[src/rtl/fifo64_pkg.sv]
// Shared sizing constants for the 64-deep distributed-RAM FIFO controller.
package fifo64_pkg;

  localparam int DEPTH  = 64;
  localparam int ADDR_W = 6;
  localparam int PTR_W  = 7;
  localparam int CNT_W  = 7;

endpackage

[src/rtl/fifo64_ptr.sv]
// 7-bit wrapping FIFO pointer: 6 address bits plus one wrap bit.
// ptr_next exposes the value the pointer takes at the coming edge when not in reset.
module fifo64_ptr
  import fifo64_pkg::*;
(
  input  logic             clk,
  input  logic             srst,
  input  logic             inc,
  output logic [PTR_W-1:0] ptr,
  output logic [PTR_W-1:0] ptr_next
);

  logic [PTR_W-1:0] ptr_reg;

  // Natural 7-bit overflow gives the mod-128 wrap and toggles the wrap bit at 63 -> 0.
  assign ptr_next = ptr_reg + {{(PTR_W-1){1'b0}}, inc};
  assign ptr      = ptr_reg;

  // Pointer register, cleared by synchronous reset.
  always_ff @(posedge clk) begin
    if (srst) begin
      ptr_reg <= '0;
    end else begin
      ptr_reg <= ptr_next;
    end
  end

endmodule

[src/rtl/fifo64_ram_ctrl.sv]
// Synchronous FIFO controller for a bank of WIDTH 64x1 dual-port distributed RAMs.
// The bank writes on the falling edge of CLK and reads asynchronously on RAM_DPRA.
// Optional sticky OVERFLOW/UNDERFLOW outputs are built when FIFO64_ERR_FLAGS_EN is defined.
module fifo64_ram_ctrl
  import fifo64_pkg::*;
#(
  parameter int WIDTH            = 8,
  parameter int ALMOST_FULL_LVL  = 60,
  parameter int ALMOST_EMPTY_LVL = 4
) (
  input  logic              CLK,
  input  logic              RST,
  input  logic [WIDTH-1:0]  DIN,
  input  logic              WR_EN,
  input  logic              RD_EN,
  output logic [WIDTH-1:0]  DOUT,
  output logic              DOUT_VLD,
  output logic              FULL,
  output logic              EMPTY,
  output logic              ALMOST_FULL,
  output logic              ALMOST_EMPTY,
  output logic [CNT_W-1:0]  COUNT,
  output logic [ADDR_W-1:0] RAM_A,
  output logic [ADDR_W-1:0] RAM_DPRA,
  output logic [WIDTH-1:0]  RAM_D,
  output logic              RAM_WE,
  input  logic [WIDTH-1:0]  RAM_DPO
`ifdef FIFO64_ERR_FLAGS_EN
  ,
  output logic              OVERFLOW,
  output logic              UNDERFLOW
`endif
);

  localparam logic [CNT_W-1:0] AF_LVL = CNT_W'(ALMOST_FULL_LVL);
  localparam logic [CNT_W-1:0] AE_LVL = CNT_W'(ALMOST_EMPTY_LVL);
  localparam logic [CNT_W-1:0] FULL_CNT = CNT_W'(DEPTH);

  logic             wr_acc;
  logic             rd_acc;
  logic [PTR_W-1:0] wr_ptr;
  logic [PTR_W-1:0] rd_ptr;
  logic [PTR_W-1:0] wr_ptr_next;
  logic [PTR_W-1:0] rd_ptr_next;
  logic [CNT_W-1:0] count_next;

  logic [CNT_W-1:0] count_reg;
  logic             full_reg;
  logic             empty_reg;
  logic             almost_full_reg;
  logic             almost_empty_reg;
  logic [WIDTH-1:0] dout_reg;
  logic             dout_vld_reg;

  // Requests are qualified by the registered flags; reset blocks both sides.
  assign wr_acc = WR_EN & ~full_reg & ~RST;
  assign rd_acc = RD_EN & ~empty_reg & ~RST;

  fifo64_ptr u_wr_ptr (
    .clk      (CLK),
    .srst     (RST),
    .inc      (wr_acc),
    .ptr      (wr_ptr),
    .ptr_next (wr_ptr_next)
  );

  fifo64_ptr u_rd_ptr (
    .clk      (CLK),
    .srst     (RST),
    .inc      (rd_acc),
    .ptr      (rd_ptr),
    .ptr_next (rd_ptr_next)
  );

  // Pointer difference equals COUNT + wr_acc - rd_acc; the wrap bit separates 0 from 64,
  // so full (addresses equal, wrap bits differ) and empty (pointers equal) follow from it.
  assign count_next = wr_ptr_next - rd_ptr_next;

  // Bank-side write port is combinational so the falling-edge write lands in this cycle.
  assign RAM_A    = wr_ptr[ADDR_W-1:0];
  assign RAM_DPRA = rd_ptr[ADDR_W-1:0];
  assign RAM_WE   = wr_acc;

  for (genvar gi = 0; gi < WIDTH; gi++) begin : g_ram_d
    assign RAM_D[gi] = DIN[gi];
  end

  // Occupancy and all flags registered from the next-state count.
  always_ff @(posedge CLK) begin
    if (RST) begin
      count_reg        <= '0;
      full_reg         <= 1'b0;
      empty_reg        <= 1'b1;
      almost_full_reg  <= 1'b0;
      almost_empty_reg <= 1'b1;
    end else begin
      count_reg        <= count_next;
      full_reg         <= (count_next == FULL_CNT);
      empty_reg        <= (count_next == '0);
      almost_full_reg  <= (count_next >= AF_LVL);
      almost_empty_reg <= (count_next <= AE_LVL);
    end
  end

  // Read data capture from the asynchronous dual-port output; holds when no read is accepted.
  always_ff @(posedge CLK) begin
    if (RST) begin
      dout_reg     <= '0;
      dout_vld_reg <= 1'b0;
    end else begin
      dout_vld_reg <= rd_acc;
      if (rd_acc) begin
        dout_reg <= RAM_DPO;
      end
    end
  end

  assign COUNT        = count_reg;
  assign FULL         = full_reg;
  assign EMPTY        = empty_reg;
  assign ALMOST_FULL  = almost_full_reg;
  assign ALMOST_EMPTY = almost_empty_reg;
  assign DOUT         = dout_reg;
  assign DOUT_VLD     = dout_vld_reg;

`ifdef FIFO64_ERR_FLAGS_EN
  logic overflow_reg;
  logic underflow_reg;

  // Sticky misuse flags: set by a request against the registered FULL/EMPTY, cleared only by reset.
  always_ff @(posedge CLK) begin
    if (RST) begin
      overflow_reg  <= 1'b0;
      underflow_reg <= 1'b0;
    end else begin
      if (WR_EN && full_reg) begin
        overflow_reg <= 1'b1;
      end
      if (RD_EN && empty_reg) begin
        underflow_reg <= 1'b1;
      end
    end
  end

  assign OVERFLOW  = overflow_reg;
  assign UNDERFLOW = underflow_reg;
`endif

endmodule

[config.mk]
export PLATFORM = sky130hd
export DESIGN_NAME = fifo64_ram_ctrl
export DESIGN_NICKNAME = d
export VERILOG_FILES = /design/src/rtl/fifo64_pkg.sv /design/src/rtl/fifo64_ptr.sv /design/src/rtl/fifo64_ram_ctrl.sv
export SDC_FILE = /design/constraint.sdc
export NUM_CORES = 1
export LEC_CHECK = 0
export BUFFER_PORTS_ARGS = -buffer_cell sky130_fd_sc_hd__buf_2
export CAP_MARGIN = 20
export CORE_MARGIN = 1.5
export CORE_UTILIZATION = 52
export CTS_CLUSTER_SIZE = 10
export DETAILED_ROUTE_END_ITERATION = 6
export PLACE_DENSITY_LB_ADDON = 0.12
export SLEW_MARGIN = 20
export SYNTH_ARGS = -nofsm -noshare
export SYNTH_HDL_FRONTEND = slang
export SYNTH_SLANG_ARGS = --single-unit
[constraint.sdc]
create_clock -name CLK -period 5.2 [get_ports CLK]
set_input_delay 1.04 -clock CLK [delete_from_list [all_inputs] [get_ports CLK]]
set_output_delay 1.04 -clock CLK [all_outputs]
set_load 0.03 [all_outputs]
Yosys cells after proc, flatten, opt, wreduce, memory -nomap -nowiden
Cells that the tools add are included.
{ "word_totals": {"inputBits": 20, "memories": 0, "latchBits": 0, "romBits": 0, "wordCells": 23, "regBits": 34, "ram_bits": 0} }
{ "op_classes": {"multipliers": 0, "bitwise": 7, "n_shift": 0, "eq_ne": 1, "n_addsub": 3, "order_cmp": 2, "n_reduce_logical": 1, "muxes": 0, "div_mod_pow": 0} }
{ "op_table": {"columns": ["cell", "n"], "rows": [
  ["adder 7 x 1 -> 7 bit", 2],
  ["equality test 7 bit (second input constant)", 1],
  [">= comparator 7 x 6 -> 1 bit (second input constant)", 1],
  ["less-or-equal comparator 7 x 3 -> 1 bit (second input constant)", 1],
  ["zero test 7 bit", 1],
  ["subtractor 7 bit", 1],
  ["AND 1 bit", 4],
  ["inverter 1 bit", 3]
]} }

Longest topological paths before layout
Gate-level depths: netlist of the first run.
{ "depth": {"word_depth": 6, "mapped_depth": 14, "depth_no_buf": 13} }

Cells and area by module
A second synthesis of the first run with hierarchy kept.
{ "unflattened": {"cells_unflattened": 178, "area_unflattened_um2": 1595.3} }
{ "modules_own_cells": {"columns": ["mod", "instances", "area_per_inst_um2", "cells_per_inst"], "rows": [
  ["fifo64_ram_ctrl", 1, 989.7, 118],
  ["fifo64_ptr", 2, 302.8, 30]
]} }

Worst setup path after synthesis of the first run
OpenSTA, ideal clock, no wires.
{ "synth_timing": {"path_type": "input-to-reg", "startpoint": "input RST", "endpoint": "register empty_reg, in the netlist EMPTY", "t_arrival_ns": 4.490, "t_required_ns": 5.084, "path_slack_ns": 0.594, "path_buffers": 2, "cell_stages": 13, "setup_ns": 0.116, "path_cell_list": "buf_2 clkbuf_1 nor3b_1 ha_1 ha_1 nand3_1 xnor2_1 ha_1 a21o_1 a31o_1 a21oi_2 xnor3_2 a41o_1"} }
{ "synth_between": {"elab_chain_cells": 5} }
{ "synth_rtl": {"columns": ["element", "line", "source"], "rows": [
  ["start, declared", "fifo64_ram_ctrl.sv:12", "input logic RST,"],
  ["inverter 1 bit", "fifo64_ram_ctrl.sv:56", "assign wr_acc = WR_EN & ~full_reg & ~RST;"],
  ["AND 1 bit", "fifo64_ram_ctrl.sv:56", null],
  ["named net RAM_WE", "fifo64_ram_ctrl.sv:26", "output logic RAM_WE,"],
  ["adder 7 x 1 -> 7 bit", "fifo64_ptr.sv:16", "assign ptr_next = ptr_reg + {{(PTR_W-1){1'b0}}, inc};"],
  ["named net u_wr_ptr.ptr_next[4]", "fifo64_ptr.sv:10", "output logic [PTR_W-1:0] ptr_next"],
  ["subtractor 7 bit", "fifo64_ram_ctrl.sv:77", "assign count_next = wr_ptr_next - rd_ptr_next;"],
  ["zero test 7 bit", "fifo64_ram_ctrl.sv:99", "empty_reg <= (count_next == '0);"],
  ["end signal, assigned", "fifo64_ram_ctrl.sv:99", null],
  ["end, declared", "fifo64_ram_ctrl.sv:49", "logic empty_reg;"]
]} }
The timed path passes the listed nets, and every way through them passes these cells.
A chain may end at the register's enable or synchronous reset.

Worst setup path in the final report of the first run
{ "layout_timing": {"startpoint": "input RST", "endpoint": "register full_reg, in the netlist FULL"} }
{ "layout_between": {"elab_chain_cells": 5} }
{ "layout_rtl": {"columns": ["element", "line", "source"], "rows": [
  ["inverter 1 bit", "fifo64_ram_ctrl.sv:56", null],
  ["AND 1 bit", "fifo64_ram_ctrl.sv:56", null],
  ["adder 7 x 1 -> 7 bit", "fifo64_ptr.sv:16", null],
  ["named net u_wr_ptr.ptr_next[4]", "fifo64_ptr.sv:10", null],
  ["subtractor 7 bit", "fifo64_ram_ctrl.sv:77", null],
  ["equality test 7 bit", "fifo64_ram_ctrl.sv:98", "full_reg <= (count_next == FULL_CNT);"],
  ["end signal, assigned", "fifo64_ram_ctrl.sv:98", null],
  ["end, declared", "fifo64_ram_ctrl.sv:48", "logic full_reg;"]
]} }
The timed path passes the listed nets, and every way through them passes these cells.

==> results of run 1 <==
## per-stage QoR
step	instances	hold WS, ps	setup slack (ps)	cell area [µm²]
floorplan	176	480	594	1620
global placement	227	443	1040	1710
detailed placement	227	446	963	1710
CTS	235	462	1310	1770
global route	235	481	1040	1770
finish	235	459	1260	1770
## how the worst max path moves through the flow
| stage | end | slack, ps | cells past startpoint |
|---|---|---|---|
| 2_1_floorplan | EMPTY | 590 | 13 |
| 3_3_place_gp | FULL | 1040 | 13 |
| 3_5_place_dp | FULL | 960 | 13 |
| 4_1_cts | FULL | 1310 | 13 |
| 5_1_grt | FULL | 1040 | 13 |
| 6_report | FULL | 1260 | 13 |
## critical path, cell delays in order
cell and delay (ps):
sky130_fd_sc_hd__buf_2 310, sky130_fd_sc_hd__nor3b_1 380, sky130_fd_sc_hd__ha_1 260, sky130_fd_sc_hd__ha_1 220, sky130_fd_sc_hd__nand3_1 110, sky130_fd_sc_hd__xnor2_1 260, sky130_fd_sc_hd__ha_1 350, sky130_fd_sc_hd__a21o_1 210
sky130_fd_sc_hd__a31o_1 200, sky130_fd_sc_hd__a21oi_2 130, sky130_fd_sc_hd__xnor3_2 470, sky130_fd_sc_hd__nor2_4 110, sky130_fd_sc_hd__and4_1 180
## synthesized netlist by cell type, types with 2 or more instances
library cell	instances
sky130_fd_sc_hd__buf_4	20
sky130_fd_sc_hd__ha_1	10
sky130_fd_sc_hd__nor2b_1	11
sky130_fd_sc_hd__xnor2_1	6
sky130_fd_sc_hd__a31o_1	2
sky130_fd_sc_hd__o21a_1	3
sky130_fd_sc_hd__a21oi_1	11
sky130_fd_sc_hd__a21o_1	2
sky130_fd_sc_hd__dfxtp_1	34
sky130_fd_sc_hd__inv_1	3
sky130_fd_sc_hd__buf_1	2
sky130_fd_sc_hd__nand2_1	18
sky130_fd_sc_hd__nand3_1	7
sky130_fd_sc_hd__clkbuf_1	3
sky130_fd_sc_hd__nor2_1	18
sky130_fd_sc_hd__xor2_1	9
## layout by cell type (no fill, tap or decap), types with 2 or more instances in the layout
cell type                  netlist  routed
sky130_fd_sc_hd__a21o_1          2       2
sky130_fd_sc_hd__a21oi_1        11      11
sky130_fd_sc_hd__a31o_1          2       2
sky130_fd_sc_hd__buf_2           1      44
sky130_fd_sc_hd__clkbuf_4        0       5
sky130_fd_sc_hd__dfxtp_1        34      34
sky130_fd_sc_hd__ha_1           10      10
sky130_fd_sc_hd__inv_1           3       3
sky130_fd_sc_hd__nand2_1        18      18
sky130_fd_sc_hd__nand3_1         7       7
sky130_fd_sc_hd__nor2_1         18      18
sky130_fd_sc_hd__nor2b_1        11      11
sky130_fd_sc_hd__o21a_1          3       3
sky130_fd_sc_hd__xnor2_1         6       6
sky130_fd_sc_hd__xor2_1          9       9
## report_power, final
group	switching, mW	internal, mW	total [mW]
Clock	0.0863	0.0655	0.152
Combinational	0.106	0.0568	0.163
Sequential	0.00909	0.283	0.292
## routing by layer
metal	track usage, %	vias to the layer above	part of all wire [%]
li1	-	614	-
met1	25.0	570	44
met2	28.1	40	47
met3	5.05	12	5.7
met4	11.7	0	3.5
met5	0	-	0
## cell type report
| cell class | instances | share of cell area [%] |
|---|---|---|
| well taps | 33 | 2.33 |
| multi-input cells | 113 | 42.8 |
| flip-flops and latches | 34 | 38.4 |
| clock buffers | 7 | 3.11 |
| repair buffers | 44 | 12.4 |
| inverters | 3 | 0.636 |
| clock inverters | 1 | 0.283 |
## cell families after synthesis
group	after synthesis	share of synthesized area, %
adder cells (fa/ha/maj)	11	8.94
AND/OR/NAND/NOR	64	19.4
AO/OA/AOI/OAI	22	8.71
XOR/XNOR	16	9.56
flip-flops	34	41.9
buffers and inverters	29	11.4
==> results by group, run 1 <==
STA
  – Final hold violation count: 0
  – Pins over their slew limit: 0
  – Worst clock skew on the final layout: between 2 and 3 ps
  – Post-route setup TNS: 0 ps
  – Max Freq: 254 MHz
  – Relative slew slack: 56.0%
  – Least-Margin Pin Slew: 660 ps
  – Unrepaired setup endpoints after global routing: false
  – Final min period: just under 4000 ps
  – Ratio of final minimum period to clock period: 75.8%
  – Finish-stage setup viols: 0

Logic synthesis
  – Async set-or-reset flop fraction in the synthesized netlist: 0%
  – Count of yosys warnings during synthesis: 0
  – Post-synthesis sequential area ratio: 41.9%
  – Leading post-synthesis cells by cell area: sky130_fd_sc_hd__dfxtp_1 42%, sky130_fd_sc_hd__buf_4 9.3%, sky130_fd_sc_hd__ha_1 7.7%, sky130_fd_sc_hd__xor2_1 4.9%, sky130_fd_sc_hd__nor2b_1 4.2%
  – Number of flip-flops and latches in the synthesized netlist: 34
  – Average cell area after synthesis: 9.22 µm²
  – Yosys top cell by area: sky130_fd_sc_hd__dfxtp_1
  – Syn nets: slightly above 200
  – Number of synthesized flops with an enable pin: 0
  – Count of cell types in the netlist: 33
  – Netlist area before placement: about 1600 µm²
  – Number of instances in the synthesized netlist: 176
  – Most frequently used flop master after synthesis: sky130_fd_sc_hd__dfxtp_1
  – Area fraction of the dominant cell type after synthesis: a little over two fifths

Cells and area
  – Max FFs per register: 8
  – Multi-input logic area: 757 µm²
  – Core utilization of the finished layout: 59.0%
  – Area of all sequential standard cells: 681 µm²
  – Fraction of layout instances using a drive strength above 1: 26.7%
  – Area delta synth->final: 9.10%
  – Antenna diodes: 0
  – Layout filler cell count: 295
  – Net count of the finished layout: 232

Detailed routing
  – Avg WL per Cell: 13.2 µm
  – Number of remaining DRC errors: 0
  – Iteration count of the initial detailed-routing pass: 4
  – DR iter-0 viols: 27
  – Via/cell ratio: 5.26
  – Via Count: 1236
  – Wire length reported by the detailed router: 3.10 mm
  – Antenna-violating nets left: 0

Power
  – Post-route total power: 0.607 mW
  – Power per Cell Area: 343 nW/µm²
  – Leakage Power: 0.848 nW
  – Peak ir drop on the vdd network: 192 µV

Setup path
  – Worst r2r dst: FULL
  – Register-to-register path setup slack: between 1500 and 2000 ps
  – Critical path startpoint category: input pin
  – Number of cells traversed by the worst register-to-register path: 13
  – Critical Path Sink Type: flop
  – Type of the worst setup path: in2reg
  – Required time at the worst-slack endpoint: 5480 ps
  – Startpoint of the most critical setup path: RST
  – Max Fanout on Critical Path: 36
  – Reg-to-Reg Start: EMPTY
  – Worst Path Arrival: ~4200 ps

Clock tree
  – Number of resized instances in the post-cts repair step: 0
  – Cell at the root of the clock tree: sky130_fd_sc_hd__clkbuf_4
  – Clock latency of the later-clocked register in the worst-skew pair: 330 ps
  – Clock-pin slew on the worst setup and hold paths: approximately 100 ps
  – Hold-fix buffers at CTS: 0
  – Clock tree from TritonCTS: built
  – Maximum buffer depth of the clock tree: 2
  – Buffers inserted during post-CTS setup optimization: 0
  – Number of H-tree levels: 2
  – # clock sinks: 34
  – Num CTS Buffers: 5

Die
  – Row count: 20
  – Initial Utilization: 54.0%
  – Die span in y: around 59 µm
  – Core outline area: 3000 µm²
  – Die Wd: 58.9 µm
  – DIE AREA: 3470 µm²
  – Count of pins on the block boundary: 61

Min path
  – Min-delay worst type: reg2reg
  – Beginning of the worst hold path: DOUT[1]
  – Hold depth: 2
  – WHS Endpoint: DOUT[1]

Global routing
  – Initial antenna violation count: 0
  – Number of global-route vias before repair: about 1100
  – Largest net degree at the start of global routing: 37
  – Aggregate global routing overflow: 0
  – Wire length of the first global-routing pass: 4.93 mm
  – GRT Overall Usage: 19.1%

Job
  – Number of max-cap violations: 0

Placed design
  – Number of port buffers: 44
  – Gp weighted congestion: 0.778
  – Post-detail-place hpwl: 2.30 mm

Run status
  – Status: finished clean
No activity file was read; power rests on OpenSTA's default activity.
==> run 2: changes to the inputs <==
--- a/config.mk
+++ b/config.mk
@@ -5,10 +5,11 @@
 export SDC_FILE = /design/constraint.sdc
 export NUM_CORES = 1
 export LEC_CHECK = 0
+export ABC_AREA = 1
 export BUFFER_PORTS_ARGS = -buffer_cell sky130_fd_sc_hd__buf_2
 export CAP_MARGIN = 20
 export CORE_MARGIN = 1.5
-export CORE_UTILIZATION = 52
+export CORE_UTILIZATION = 45
 export CTS_CLUSTER_SIZE = 10
 export DETAILED_ROUTE_END_ITERATION = 6
 export PLACE_DENSITY_LB_ADDON = 0.12
==> constraint.sdc (replaced) <==
create_clock -name CLK -period 3.3 [get_ports CLK]
set_input_delay 0.66 -clock CLK [delete_from_list [all_inputs] [get_ports CLK]]
set_output_delay 0.66 -clock CLK [all_outputs]
set_load 0.03 [all_outputs]
==> results by group, run 2 <==
STA
  – Least-Margin Pin Slew: 411 ps
  – Pins over their slew limit: 0
  – Final hold violation count: 0
  – Unrepaired setup endpoints after global routing: false
  – Worst clock skew on the final layout: between 3 and 4 ps
  – Ratio of final minimum period to clock period: 86.2%
  – Finish-stage setup viols: 0
  – PnR worst setup slack: between 400 and 500 ps
  – Final min period: around 2800 ps
  – Max Freq: 351 MHz
  – Relative slew slack: 72.5%
  – Post-route setup TNS: 0 ps

Setup path
  – Worst r2r dst: FULL
  – Reg-to-Reg Start: FULL
  – Cell type of the slowest stage on the worst timing path: sky130_fd_sc_hd__ha_1
  – CP bufs+invs: 4
  – Required time at the worst-slack endpoint: approximately 3500 ps
  – Critical path startpoint category: input pin
  – Slowest cell delay on critical path: 330 ps
  – Number of cells traversed by the worst register-to-register path: 18
  – Type of the worst setup path: in2reg
  – Kind of cell with the highest combined delay on the critical path: simple AND/OR/NAND/NOR gates
  – Worst Path Arrival: 3070 ps
  – Cell repeated most along the worst path: sky130_fd_sc_hd__nand2_1
  – Critical Path Sink Type: flop
  – Register-to-register path setup slack: 640 ps
  – Number of logic stages on the critical path including buffering: 19
  – Cell-by-cell trace of the critical path: buf_2 -> nor3b_2 -> ha_1 -> ha_1 -> nand2_1 -> inv_1 -> nand2_1 -> xor2_1 -> inv_1 -> ha_1 -> nand2_1 -> nor2_1 -> nand2_1 -> inv_1 -> nor2_1 -> nand3_2 -> nand2_2 -> nand2_2 -> nor2_2
  – Max Fanout on Critical Path: 5

Min path
  – WHS Endpoint: DOUT[4]
  – Hold depth: 2
  – Beginning of the worst hold path: DOUT[4]
  – Min-delay worst type: reg2reg

Placed design
  – Number of cells in the design after placement: 306
  – Number of port buffers: 44
  – Gp weighted congestion: 0.849
  – Setup slack at placement: 186 ps
  – Post-detail-place hpwl: 2.69 mm
  – Total placed instance area: 1920 µm²

Power
  – Post-route total power: 1.23 mW
  – Leakage Power: roughly 1.1 nW
  – Peak ir drop on the vdd network: 292 µV
  – Power per Cell Area: about 600 nW/µm²

Job
  – Number of max-cap violations: 0

Logic synthesis
  – Number of instances in the synthesized netlist: 235
  – Average cell area after synthesis: 7.56 µm²
  – Netlist area before placement: 1780 µm²
  – Syn nets: 266
  – Number of synthesized flops with an enable pin: 0
  – Post-synthesis sequential area ratio: 38.3%
  – Top post-synthesis cells by count: 36 x sky130_fd_sc_hd__nor2_1, 35 x sky130_fd_sc_hd__nand2_1, 34 x sky130_fd_sc_hd__dfxtp_1, 25 x sky130_fd_sc_hd__inv_1, 20 x sky130_fd_sc_hd__buf_4
  – Yosys top cell by area: sky130_fd_sc_hd__dfxtp_1
  – Count of yosys warnings during synthesis: 0
  – Library cell with the highest instance count after synthesis: sky130_fd_sc_hd__nor2_1
  – Leading post-synthesis cells by cell area: sky130_fd_sc_hd__dfxtp_1 38%, sky130_fd_sc_hd__buf_4 8.5%, sky130_fd_sc_hd__nor2_1 7.6%, sky130_fd_sc_hd__nand2_1 7.4%, sky130_fd_sc_hd__ha_1 7.0%
  – Async set-or-reset flop fraction in the synthesized netlist: 0%
  – Number of flip-flops and latches in the synthesized netlist: 34
  – Area fraction of the dominant cell type after synthesis: roughly two fifths
  – Count of cell types in the netlist: 23
  – Most frequently used flop master after synthesis: sky130_fd_sc_hd__dfxtp_1

Global routing
  – Initial antenna violation count: 0
  – Wire length of the first global-routing pass: 6.17 mm
  – Largest net degree at the start of global routing: 13
  – GRT Overall Usage: a little under a fifth
  – Aggregate global routing overflow: 0
  – Number of global-route vias before repair: approximately 1400

Detailed routing
  – Avg WL per Cell: about 11 µm
  – Iteration count of the initial detailed-routing pass: 4
  – DR iter-0 viols: 38
  – Wire length reported by the detailed router: 3.48 mm
  – Number of remaining DRC errors: 0
  – Via Count: 1465
  – Via/cell ratio: 4.67
  – Antenna-violating nets left: 0

Cells and area
  – Max FFs per register: 8
  – Area delta synth->final: 15.9%
  – Final Non-Filler Cells: 314
  – Post-route cell area: a little over 2000 µm²
  – Antenna diodes: 0
  – Net count of the finished layout: 296
  – Fraction of layout instances using a drive strength above 1: 27.4%
  – Most used cells in the layout excluding fill and tap cells: 44 x sky130_fd_sc_hd__buf_2, 36 x sky130_fd_sc_hd__nor2_1, 35 x sky130_fd_sc_hd__nand2_1
  – Most frequent standard cell in the layout excluding fill and tap cells: sky130_fd_sc_hd__buf_2

Clock tree
  – Number of H-tree levels: 2
  – Buffers inserted during post-CTS setup optimization: 0
  – Hold-fix buffers at CTS: 0
  – Num CTS Buffers: 5
  – Number of resized instances in the post-cts repair step: 0
  – Clock latency of the later-clocked register in the worst-skew pair: 280 ps
  – Cell at the root of the clock tree: sky130_fd_sc_hd__clkbuf_8
  – Clock tree from TritonCTS: built
  – Clock-pin slew on the worst setup and hold paths: 70 ps
  – Maximum buffer depth of the clock tree: 2
  – # clock sinks: 34

Die
  – Die span in y: 65.8 µm
  – Row count: 22
  – Initial Utilization: 47.8%
  – Die Wd: 65.8 µm
  – Core outline area: 3720 µm²
  – Count of pins on the block boundary: around 60
  – DIE AREA: 4330 µm²

Run status
  – Status: finished clean
[run 2: changes by cell type in the layout (fill, tap and decap cells not counted), moves of 5 or more]
cell / delta
sky130_fd_sc_hd__nor2_1: +18
sky130_fd_sc_hd__nand2_2: +11
sky130_fd_sc_hd__a21oi_1: -8
sky130_fd_sc_hd__nand3_1: +6
sky130_fd_sc_hd__inv_1: +22
sky130_fd_sc_hd__o21ai_0: +10
sky130_fd_sc_hd__nor3_1: +10
sky130_fd_sc_hd__nand2_1: +17
sky130_fd_sc_hd__clkbuf_4: -5
sky130_fd_sc_hd__nor2b_1: -11
[run 2: worst register-to-register path: cells and delay by family (launching register included)]
kind / cells / cell delay, ps
adder cells (fa/ha/maj): 3 / 780
flip-flops: 1 / 330
buffers and inverters: 3 / 210
XOR/XNOR: 1 / 210
AND/OR/NAND/NOR: 11 / 1070
[run 2: routing by layer]
layer,vias up,wire (µm),track usage (%)
li1,778,-,-
met5,-,0,0
met4,0,51,6.51
met3,5,195,4.77
met2,33,1510,29.2
met1,649,1730,24.4
[run 2: how the worst max path moves through the flow]
stage | endpoint | start
after floorplan | FULL | RST
after global placement | FULL | RST
after detailed placement | FULL | RST
after CTS | FULL | RST
after global routing | FULL | RST
final | FULL | RST
[run 2: cell families after synthesis]
family | count (synthesis) | share of synthesized area (%)
flip-flops | 34 | 38.3
AO/OA/AOI/OAI | 15 | 4.51
adder cells (fa/ha/maj) | 11 | 8.17
AND/OR/NAND/NOR | 117 | 30.2
XOR/XNOR | 8 | 3.95
buffers and inverters | 50 | 14.9
[run 2: area by class of cell]
type	count	area, µm²
Clock buffer	5	68.8
Clock inverter	3	68.8
Fill cell	371	1660
Inverter	25	93.8
Multi-Input combinational cell	151	836
Sequential cell	34	681
Tap cell	48	60.1
Timing Repair Buffer	48	250
[run 2: per-stage QoR]
stage          util [%]  hold WS, ps
3_5_place_dp       51.7          496
4_1_cts            55.4          517
5_1_grt            55.4          549
3_3_place_gp       51.7          491
2_1_floorplan         -          518
6_report           55.4          512
[run 2: power by group]
group / switching [mW] / internal (mW) / leakage, nW
logic: 0.205 / 0.0931 / 0.764
registers: 0.0146 / 0.451 / 0.277
clock network: 0.159 / 0.303 / 0.0683
total: 0.379 / 0.847 / 1.11
==> run 3: changes to the inputs <==
--- a/config.mk
+++ b/config.mk
@@ -5,11 +5,10 @@
 export SDC_FILE = /design/constraint.sdc
 export NUM_CORES = 1
 export LEC_CHECK = 0
-export ABC_AREA = 1
 export BUFFER_PORTS_ARGS = -buffer_cell sky130_fd_sc_hd__buf_2
 export CAP_MARGIN = 20
 export CORE_MARGIN = 1.5
-export CORE_UTILIZATION = 45
+export CORE_UTILIZATION = 44
 export CTS_CLUSTER_SIZE = 10
 export DETAILED_ROUTE_END_ITERATION = 6
 export PLACE_DENSITY_LB_ADDON = 0.12
==> results by group, run 3 (synthesis gave the netlist of run 1 again) <==
Run status
  – Status: finished clean

Min path
  – Min-delay worst type: reg2reg

Setup path
  – Startpoint of the most critical setup path: RST
  – Cell type of the slowest stage on the worst timing path: sky130_fd_sc_hd__or4_1
  – Critical path capture point: FULL
  – Number of cells traversed by the worst register-to-register path: 12
  – Cell-by-cell trace of the critical path: buf_2 -> nor3b_4 -> ha_2 -> ha_4 -> nand3_2 -> xnor2_1 -> ha_1 -> a21o_1 -> xor2_1 -> or4_1 -> a21oi_2 -> and4_1
  – Reg-to-Reg Start: EMPTY
  – Slowest cell delay on critical path: between 400 and 500 ps
  – Register-to-register path setup slack: between 400 and 500 ps
  – Critical path startpoint category: input pin
  – Type of the worst setup path: in2reg
  – Critical Path Sink Type: flop
  – Worst Path Arrival: 3130 ps
  – Required time at the worst-slack endpoint: 3520 ps
  – Max Fanout on Critical Path: 4
  – Worst r2r dst: FULL
  – Number of logic stages on the critical path including buffering: 12
  – CP bufs+invs: 1
  – Kind of cell with the highest combined delay on the critical path: simple AND/OR/NAND/NOR gates

Clock tree
  – # clock sinks: 34
  – Clock-pin slew on the worst setup and hold paths: 60 ps
  – Buffers inserted during post-CTS setup optimization: 0
  – Maximum buffer depth of the clock tree: 2
  – Clock latency of the later-clocked register in the worst-skew pair: 280 ps
  – Hold-fix buffers at CTS: 0
  – Clock tree from TritonCTS: built
  – Cell at the root of the clock tree: sky130_fd_sc_hd__clkbuf_8
  – Number of resized instances in the post-cts repair step: 0
  – Number of H-tree levels: 2
  – Num CTS Buffers: 5

Cells and area
  – Area delta synth->final: 17.0%
  – Layout filler cell count: 342
  – Post-route cell area: approximately 1900 µm²
  – Most used cells in the layout excluding fill and tap cells: 44 x sky130_fd_sc_hd__buf_2, 34 x sky130_fd_sc_hd__dfxtp_1, 18 x sky130_fd_sc_hd__nor2_1, 18 x sky130_fd_sc_hd__nand2_1, 11 x sky130_fd_sc_hd__nor2b_1
  – Net count of the finished layout: 236
  – Area of all sequential standard cells: slightly below 700 µm²
  – Max FFs per register: 8
  – Antenna diodes: 0
  – Final Non-Filler Cells: 252
  – Fraction of layout instances using a drive strength above 1: 30.1%
  – Most frequent standard cell in the layout excluding fill and tap cells: sky130_fd_sc_hd__buf_2
  – Multi-input logic area: 792 µm²

Power
  – Combinational cell fraction of total power: 23.9%
  – Share of power burned in registers: 42.4%
  – Power per Cell Area: between 500 and 600 nW/µm²
  – Power share of the clock group: 33.7%
  – Reported net switching power: 0.321 mW
  – Internal Dissipation: ~0.76 mW
  – Switching fraction of total power: 29.6%
  – Leakage Power: 0.879 nW
  – Peak ir drop on the vdd network: 324 µV

Die
  – Die Wd: 63.7 µm
  – Die span in y: between 60 and 70 µm
  – Row count: 21
  – DIE AREA: 4060 µm²
  – Core outline area: 3440 µm²
  – Initial Utilization: 47.1%
  – Count of pins on the block boundary: slightly above 60

Global routing
  – Initial antenna violation count: 0
  – Number of global-route vias before repair: 1172
  – Largest net degree at the start of global routing: 24
  – GRT Overall Usage: 17.0%
  – Aggregate global routing overflow: 0
  – Wire length of the first global-routing pass: approximately 5.4 mm

Job
  – Number of max-cap violations: 0

STA
  – Max Freq: 344 MHz
  – Finish-stage setup viols: 0
  – Relative slew slack: 66.1%
  – Worst Hold Slack: 451 ps
  – Ratio of final minimum period to clock period: 88.1%
  – Final min period: just under 3000 ps
  – Worst clock skew on the final layout: 2.55 ps
  – Final hold violation count: 0
  – PnR worst setup slack: 392 ps
  – Least-Margin Pin Slew: approximately 510 ps
  – Unrepaired setup endpoints after global routing: false
  – Pins over their slew limit: 0

Placed design
  – Setup slack at placement: 94.2 ps
  – Number of port buffers: 44
  – Total placed instance area: 1790 µm²
  – Post-detail-place hpwl: 2.43 mm
  – Gp weighted congestion: around 0.83
  – Number of cells in the design after placement: 244

Detailed routing
  – Met2 WL post-DR: 1.43 mm
  – Highest routing layer actually used: met4
  – Iteration count of the initial detailed-routing pass: 4
  – DR iter-0 viols: 58
  – Number of remaining DRC errors: 0
  – DR WL met3: ~230 µm
  – Via/cell ratio: 4.82
  – Avg WL per Cell: 12.2 µm
  – Antenna-violating nets left: 0
  – Via Count: about 1200
  – Routed metal-1 wirelength: 1.38 mm
  – Wire length reported by the detailed router: 3.08 mm
-- run 3: per-layer routing --
| metal | track usage [%] | up-vias |
|---|---|---|
| met5 | 0 | - |
| met2 | 27.5 | 38 |
| li1 | - | 620 |
| met3 | 4.93 | 8 |
| met1 | 21.2 | 549 |
| met4 | 6.79 | 0 |
-- run 3: metrics by stage --
step / util [%] / TNS, ps / total power, mW
global route: 55.1 / 0 / 1.14
finish: 55.1 / 0 / 1.09
global placement: 52.1 / 0 / 0.727
CTS: 55.1 / 0 / 1.10
detailed placement: 52.1 / 0 / 0.732
floorplan: - / -449 / 0.686
-- run 3: cell type report --
class | count | area share (%)
flip-flops and latches | 34 | 35.9
clock buffers | 7 | 4.02
repair buffers | 48 | 13.2
well taps | 46 | 3.03
clock inverters | 1 | 1.58
inverters | 3 | 0.593
multi-input cells | 113 | 41.7
-- run 3: how the worst min path moves through the flow --
| stage | startpoint | to | slack, ps | depth (start not counted) |
|---|---|---|---|---|
| CTS | DOUT[6] | DOUT[6] | 460 | 2 |
| floorplan | u_rd_ptr.ptr[6] | u_rd_ptr.ptr[6] | 470 | 2 |
| detailed placement | DOUT[6] | DOUT[6] | 450 | 2 |
| global placement | DOUT[6] | DOUT[6] | 440 | 2 |
| finish | DOUT[6] | DOUT[6] | 450 | 2 |
| global route | DOUT[0] | DOUT[0] | 480 | 2 |
-- run 3: power groups by stage --
stage | Clock (mW) | Combinational [mW] | Sequential, mW
floorplan | 0 | 0.151 | 0.535
global placement | 0 | 0.258 | 0.470
detailed placement | 0 | 0.262 | 0.470
CTS | 0.377 | 0.263 | 0.461
global route | 0.397 | 0.283 | 0.464
finish | 0.366 | 0.259 | 0.461
-- run 3: worst min-delay path: stages (launching register included) --
cell	delay, ps
sky130_fd_sc_hd__dfxtp_1	310
sky130_fd_sc_hd__nand2_1	50
sky130_fd_sc_hd__a21oi_1	50
